`src/rtl/hilo_unit.sv`:
```
// HI/LO register block with a multi-cycle multiply/divide engine (1-cycle MUL, 32-step restoring DIV + sign fix).
// Optional macro HILO_FWD_EN: rd_data bypasses a same-cycle wr_hi/wr_lo write.
module hilo_unit #(
  parameter int unsigned DIV_CYCLES = 32,
  parameter logic [31:0] RESET_VAL  = 32'h0000_0000
) (
  input  logic        clk,
  input  logic        resetn,
  input  logic        start,
  input  logic [1:0]  op_sel,
  input  logic [31:0] src_a,
  input  logic [31:0] src_b,
  input  logic        wr_hi,
  input  logic        wr_lo,
  input  logic [31:0] wr_data,
  input  logic        flush,
  input  logic        rd_sel,
  output logic [31:0] rd_data,
  output logic        busy,
  output logic [31:0] hi_q,
  output logic [31:0] lo_q
);

  typedef enum logic [1:0] {IDLE, MUL, DIV, FIX} state_t;

  localparam logic [5:0] LAST_ITER = 6'(DIV_CYCLES - 1);

  state_t      state_q, state_d;
  logic [31:0] hi_d, lo_d;
  logic [31:0] opA_q, opA_d, opB_q, opB_d;
  logic [31:0] quot_q, quot_d, rem_q, rem_d, divisor_q, divisor_d;
  logic [5:0]  cnt_q, cnt_d;
  logic        opSigned_q, opSigned_d;
  logic        quotNeg_q, quotNeg_d, remNeg_q, remNeg_d;

  logic [63:0] mulA, mulB, product;
  logic [32:0] shifted;
  logic [31:0] quotFix, remFix;

  always_ff @(posedge clk or negedge resetn) begin
    if (!resetn) begin
      state_q    <= IDLE;
      hi_q       <= RESET_VAL;
      lo_q       <= RESET_VAL;
      opA_q      <= '0;
      opB_q      <= '0;
      quot_q     <= '0;
      rem_q      <= '0;
      divisor_q  <= '0;
      cnt_q      <= '0;
      opSigned_q <= 1'b0;
      quotNeg_q  <= 1'b0;
      remNeg_q   <= 1'b0;
    end else begin
      state_q    <= state_d;
      hi_q       <= hi_d;
      lo_q       <= lo_d;
      opA_q      <= opA_d;
      opB_q      <= opB_d;
      quot_q     <= quot_d;
      rem_q      <= rem_d;
      divisor_q  <= divisor_d;
      cnt_q      <= cnt_d;
      opSigned_q <= opSigned_d;
      quotNeg_q  <= quotNeg_d;
      remNeg_q   <= remNeg_d;
    end
  end

  // Two's-complement product modulo 2^64 gives the signed result when operands are sign-extended.
  always_comb begin
    mulA    = opSigned_q ? {{32{opA_q[31]}}, opA_q} : {32'b0, opA_q};
    mulB    = opSigned_q ? {{32{opB_q[31]}}, opB_q} : {32'b0, opB_q};
    product = mulA * mulB;
    shifted = {rem_q, quot_q[31]};
    quotFix = quotNeg_q ? -quot_q : quot_q;
    remFix  = remNeg_q ? -rem_q : rem_q;
  end

  always_comb begin
    state_d    = state_q;
    hi_d       = hi_q;
    lo_d       = lo_q;
    opA_d      = opA_q;
    opB_d      = opB_q;
    quot_d     = quot_q;
    rem_d      = rem_q;
    divisor_d  = divisor_q;
    cnt_d      = cnt_q;
    opSigned_d = opSigned_q;
    quotNeg_d  = quotNeg_q;
    remNeg_d   = remNeg_q;

    if (wr_hi) hi_d = wr_data;
    if (wr_lo) lo_d = wr_data;

    if (flush) begin
      state_d = IDLE;
    end else begin
      unique case (state_q)
        IDLE: begin
          if (start) begin
            opA_d      = src_a;
            opB_d      = src_b;
            opSigned_d = ~op_sel[0];
            if (op_sel[1]) begin
              state_d   = DIV;
              quot_d    = (~op_sel[0] && src_a[31]) ? -src_a : src_a;
              divisor_d = (~op_sel[0] && src_b[31]) ? -src_b : src_b;
              rem_d     = '0;
              cnt_d     = '0;
              quotNeg_d = ~op_sel[0] & (src_a[31] ^ src_b[31]);
              remNeg_d  = ~op_sel[0] & src_a[31];
            end else begin
              state_d = MUL;
            end
          end
        end
        MUL: begin
          hi_d    = product[63:32];
          lo_d    = product[31:0];
          state_d = IDLE;
        end
        DIV: begin
          if (shifted >= {1'b0, divisor_q}) begin
            rem_d  = 32'(shifted - {1'b0, divisor_q});
            quot_d = {quot_q[30:0], 1'b1};
          end else begin
            rem_d  = shifted[31:0];
            quot_d = {quot_q[30:0], 1'b0};
          end
          cnt_d = cnt_q + 6'd1;
          if (cnt_q == LAST_ITER) state_d = FIX;
        end
        FIX: begin
          // Divide by zero reports all-ones quotient and the raw dividend as remainder.
          if (opB_q == 32'd0) begin
            lo_d = 32'hFFFF_FFFF;
            hi_d = opA_q;
          end else begin
            lo_d = quotFix;
            hi_d = remFix;
          end
          state_d = IDLE;
        end
        default: state_d = IDLE;
      endcase
    end
  end

  assign busy = (state_q != IDLE);

`ifdef HILO_FWD_EN
  always_comb begin
    if (rd_sel) rd_data = wr_hi ? wr_data : hi_q;
    else        rd_data = wr_lo ? wr_data : lo_q;
  end
`else
  assign rd_data = rd_sel ? hi_q : lo_q;
`endif

endmodule
```
`config.mk`:
```
export PLATFORM = sky130hd
export DESIGN_NAME = hilo_unit
export DESIGN_NICKNAME = d
export VERILOG_FILES = /design/src/rtl/hilo_unit.sv
export SDC_FILE = /design/constraint.sdc
export NUM_CORES = 2
export LEC_CHECK = 0
export ABC_AREA = 1
export BUFFER_PORTS_ARGS = -buffer_cell sky130_fd_sc_hd__buf_2
export CAP_MARGIN = 40
export CORE_AREA = 10 10 375 377
export CTS_BUF_LIST = sky130_fd_sc_hd__clkbuf_2 sky130_fd_sc_hd__clkbuf_4 sky130_fd_sc_hd__clkbuf_8
export DETAILED_ROUTE_END_ITERATION = 10
export DIE_AREA = 0 0 385 387
export PLACE_DENSITY = 0.66
export SLEW_MARGIN = 40
export SYNTH_ARGS = -nofsm -noshare
export SYNTH_HDL_FRONTEND = slang
export SYNTH_SLANG_ARGS = --single-unit
```
`constraint.sdc`:
```
create_clock -name clk -period 11.8 [get_ports clk]
set_input_delay 2.36 -clock clk [delete_from_list [all_inputs] [get_ports clk]]
set_output_delay 2.36 -clock clk [all_outputs]
set_load 0.03 [all_outputs]
```
After elaboration in Yosys (flattened, before gate mapping)
Cells that the tools add are included.
{"block": "classes", "addsub": 6, "mul": 1, "n_div": 0, "magnitude_cmp": 1, "n_eq_ne": 8, "shift": 0, "n_mux": 31, "n_bitwise": 5, "n_reduce_logical": 11}
{"op": "$mux 32", "n": 16}
{"op": "$pmux 32 s2", "n": 4}
{"op": "$mux 64", "n": 2}
{"op": "$neg 32->32", "n": 4}
{"op": "$mul 64x64->64", "n": 1}
{"op": "$ge 33x32->1", "n": 1}
{"op": "$logic_not 32->1", "n": 1}
{"op": "$sub 32x32->32", "n": 1}
{"op": "$mux 6", "n": 2}
{"op": "$pmux 6 s2", "n": 1}
{"op": "$mux 2", "n": 4}
{"op": "$reduce_and 4->1", "n": 2}
{"op": "$add 6x1->6 const B", "n": 1}
{"op": "$eq 6x5->1 const B", "n": 1}
{"op": "$ne 3x3->1 const B", "n": 2}
{"op": "$pmux 2 s3", "n": 1}
{"op": "$eq 2x2->1 const B", "n": 2}
{"op": "$ne 2x2->1 const B", "n": 2}
{"op": "$reduce_bool 2->1", "n": 2}
{"op": "$reduce_and 3->1", "n": 1}
{"op": "$and 1x1->1", "n": 2}
{"op": "$eq 2x1->1 const B", "n": 1}
{"op": "$logic_and 1x1->1", "n": 2}
{"op": "$logic_not 2->1", "n": 1}
{"op": "5 further kinds", "n": 6}
{"block": "word_totals", "ff_bits": 235, "latchBits": 0, "ramBits": 0, "rom_bits": 0, "in_bits": 105, "out_inout_bits": 97, "wordCells": 75, "memories": 0}

Longest topological paths before layout
{"block": "logic_depth", "word_depth": 6, "ltp_mapped": 43, "depth_no_buf": 42}

Least setup slack after synthesis
No wires, ideal clock.
{"block": "synth_path", "path_kind": "flip-flop to flip-flop", "startpoint": "register opA_q[31]", "endpoint": "register hi_q[31]", "setup_ps": 67, "arrival_ps": 8748, "required_time_ps": 11733, "setup_slack_ps": 2985, "stages_incl_launch_ff": 40, "path_buffers": 2, "synth_period_minus_slack_ps": 8815, "path_cell_list": "dfrtp_1 clkbuf_1 nand2_1 inv_2 clkbuf_1 nand2_1 inv_1 fa_1 inv_1 fa_1 inv_1 fa_1 inv_1 fa_1 inv_1 fa_1 fa_1 fa_1 [4 not listed] inv_1 fa_1 inv_1 ha_1 nand2_1 nor3_1 inv_1 nor2_1 nand2_1 nor3_1 nand2_1 nand2_1 inv_1 nand3_1 nand3_1 nand2_1 nand2_1 nand2_1"}
{"block": "synth_via", "elab_chain_cells": 4, "elab_cells_between_ends": 5, "cone_classes": "mul (1); mux (4)"}
{"element": "start: declaration", "line": "30", "source": "logic [31:0] opA_q, opA_d, opB_q, opB_d;"}
{"element": "start signal: assignment", "line": "58", "source": "opA_q <= opA_d;"}
{"element": "$mux 64", "line": "72", "source": "mulA = opSigned_q ? {{32{opA_q[31]}}, opA_q} : {32'b0, opA_q};"}
{"element": "$mul 64x64->64", "line": "74", "source": "product = mulA * mulB;"}
{"element": "$pmux 32 s2 (*)", "line": "100", "source": "unique case (state_q)"}
{"element": "$mux 32 (*)", "line": "97", "source": "if (flush) begin"}
{"element": "named net hi_d[31]", "line": "29", "source": "logic [31:0] hi_d, lo_d;"}
{"element": "end signal: assignment", "line": "56", "source": "hi_q <= hi_d;"}
{"element": "end: declaration", "line": "20", "source": "output logic [31:0] hi_q,"}
The timed path passes the listed nets; every way through them passes the cells marked *.
A chain may end at the register's enable or synchronous reset.

Worst setup path in the final report
{"block": "layout_path", "startpoint": "register opSigned_q", "endpoint": "register hi_q[24]"}
{"block": "layout_via", "elab_chain_cells": 4, "elab_cells_between_ends": 5, "cone_classes": "mul (1); mux (4)"}
{"element": "start: declaration", "line": "33", "source": "logic opSigned_q, opSigned_d;"}
{"element": "start signal: assignment", "line": "64", "source": "opSigned_q <= opSigned_d;"}
{"element": "$mux 64, on equally long branches", "line": "72, 73"}
{"element": "$mul 64x64->64 (*)", "line": "74"}
{"element": "$pmux 32 s2 (*)", "line": "100"}
{"element": "$mux 32 (*)", "line": "97"}
{"element": "named net hi_d[24]", "line": "29"}
Marks and branches as above.

==> run summary <==
Total GRT Usage -> 33.3%
CTS resizes -> 0
GRT met2 Usage -> 51.9%
Top_reg_cell synth -> dfrtp_1
Crit path launch type -> register
Most common cell after layout, fill and taps aside -> inv_1
Unrepaired setup endpoints after global routing -> no
Largest net degree at the start of global routing -> 77
Pre-CTS setup slack -> 1610 ps
Residual DRC count -> 0
Post-Synth XOR/XNOR Area -> 1.50%
Worst hold margin -> 482 ps
Worst Skew -> 64.0 ps
Io pins -> 202
Syn-to-layout area delta -> 5.55%
Synthesized net count -> 10300
Initial antenna violation count -> 20
First-pass iteration count of the detailed router -> 6
Worst rel slew slack -> 34.1%
Period utilization -> 87.7%
Nets -> 10300
Busiest grt layer -> met2
Async S/R FF share, synth -> 100%
Final Worst Setup Slack -> 1450 ps
Final setup vio count -> 0
Port bufs -> 201
Seq/Total Area, Yosys -> 8.91%
Synth cell types -> 60
Die ar. -> 149000 um^2
Post-Route WL -> 246 mm
Critical path class -> register to register
Mapped Area -> 66000 um^2
Cts bufs inserted -> 41
Starting density of the core -> 49.6%
Placeable core area -> 133000 um^2
Worst path required time -> 12220 ps
Endpoints failing hold -> 0
Clk root buf -> clkbuf_8
WL per Instance -> 24.0 um
Horiz. Die Dim -> 385 um
Most used cell, CP -> fa_1
Crit path max fanout -> 25
Share of layout cells above drive strength 1 -> 5.94%
Slowest cell on the critical path -> fa_1
Syn avg cell area -> 7.80 um^2
CP Data Arrival Time -> 10760 ps
Adder-cell share of the synthesized area -> 49.6%
Commonest cells after routing, fill and taps aside -> inv_1, nand2_1, fa_1
Final HPWL DP -> 201 mm
Vias -> 55700
Depth of the CTS H-tree -> 2
Post-CTS Setup Bufs -> 0
GR met3 Demand/Resource -> 5.97%
Hold Crit Class -> register to register
Main combinational cell family by area after synthesis -> adder cells
Maximum clock path buffer count -> 3
Die height -> 387 um
First-pass GRT wire length -> 374 mm
Hold_buf cts -> 0
Post-synth EDFFs -> 0
Via density per instance -> 5.44
Num rows -> 134
Proportion of synthesized area in mux cells -> 0.497%
GR Layer Usage met1 -> 46.3%
Post-Synthesis Cells -> 8452
Slew Viols, Final -> 0
Worst Setup End Kind -> register
Register bit total from synthesis -> 235
Max Cap Violations -> 0
Status -> complete, no violations
Clock transition at the registers of the reported paths -> 70 ps
Worst-skew pair later-pin latency -> 620 ps
Overflow after GRT -> 0
Number of global-route vias before repair -> 59000
Final setup TNS -> 0 ps
DR iter-0 viols -> 5387
GPL Wtd Cong -> 1.04
Synth Area in Compound Gates -> 7.23%
Clk sink count -> 235
Worst-Margin Slew -> 985 ps
Ys Warns -> 0
Max incr delay on CP -> 840 ps
Max Clock Freq -> 0.0966 GHz
CTS tree -> done
Minimum clock period -> 10350 ps
Simple-gate share of the synthesized area -> 15.5%
Detail Route Antenna Nets -> 0
path summary, 6_finish.rpt:
| path | startpoint | endpoint | slack (ps) | cells after the start |
|---|---|---|---|---|
| min in group asynchronous | resetn | state_q[0] | 1650 | 1 |
| max | opSigned_q | hi_q[24] | 1450 | 30 |
| min | opB_q[14] | opB_q[14] | 480 | 2 |
| max reg2reg | opSigned_q | hi_q[24] | 1450 | 30 |
| min reg2reg | opB_q[14] | opB_q[14] | 480 | 2 |
| max in group asynchronous | resetn | opB_q[3] | 9120 | 2 |
cell families (layout without fill, tap and decap cells):
group,after synthesis,count (layout)
adders and majority gates,1765,1765
other,0,8
AOI/OAI and AO/OA,848,848
buffers and inverters,2913,2924
muxes,30,30
and+or+nand+nor,2548,2548
DFF,235,235
xor gates and xnor gates,113,113
synthesized netlist by cell type (20+ instances only):
cell type | count | area share, %
inv_1 | 2529 | 14
nand2_1 | 1844 | 10
fa_1 | 1420 | 43
o21ai_0 | 377 | 2.9
nor2_1 | 373 | 2.1
ha_1 | 345 | 6.5
clkbuf_1 | 332 | 1.9
a21oi_1 | 236 | 1.8
dfrtp_1 | 235 | 8.9
nand3_1 | 165 | 1.3
xor2_1 | 80 | 1.1
nor3_1 | 48 | 0.36
o21ai_1 | 46 | 0.35
o211ai_1 | 45 | 0.51
a22oi_1 | 33 | 0.38
xnor2_1 | 33 | 0.44
nand4_1 | 28 | 0.27
a31oi_1 | 27 | 0.26
mux2_2 | 22 | 0.38
or2_2 | 21 | 0.20
nor4_1 | 20 | 0.19
registers in the layout, summed over array words and instances (netlist names):
signal,flops
opA_q,32
quot_q,32
state_q,2
lo_q,32
quotNeg_q,1
rem_q,32
opSigned_q,1
remNeg_q,1
divisor_q,32
hi_q,32
opB_q,32
cnt_q,6
per-layer routing:
metal | part of all wire (%) | vias to the layer above
met4 | 4.5 | 10
met1 | 41 | 28100
met3 | 9.3 | 509
li1 | - | 24300
met5 | 0.034 | -
met2 | 45 | 2774
layout make-up:
| class | instances | area [um^2] |
|---|---|---|
| Fill cell | 12900 | 63300 |
| Multi-Input combinational cell | 5304 | 49100 |
| Inverter | 2543 | 9550 |
| Sequential cell | 235 | 5910 |
| Tap cell | 1768 | 2210 |
| Timing Repair Buffer | 308 | 1900 |
| Clock buffer | 61 | 790 |
| Clock inverter | 12 | 149 |
| Antenna cell | 8 | 20.0 |
per-stage QoR:
step / util [%] / instances / cell area (um^2)
detailed placement: 51.6 / 10200 / 68600
finish: 52.4 / 10200 / 69600
global placement: 51.6 / 10200 / 68600
global route: 52.4 / 10200 / 69600
floorplan: - / 8452 / 66000
CTS: 52.3 / 10200 / 69600
worst max-delay path, delay by kind of cell, from the launching register on:
kind	cells	cell delay (ps)
adder cells (fa/ha/maj)	11	6340
AND/OR/NAND/NOR	8	1370
buffers and inverters	7	1440
AO/OA/AOI/OAI	4	520
flip-flops	1	400
Power is not shown: default switching activity piles up to over one toggle a cycle in this logic, so the estimate is an artifact.
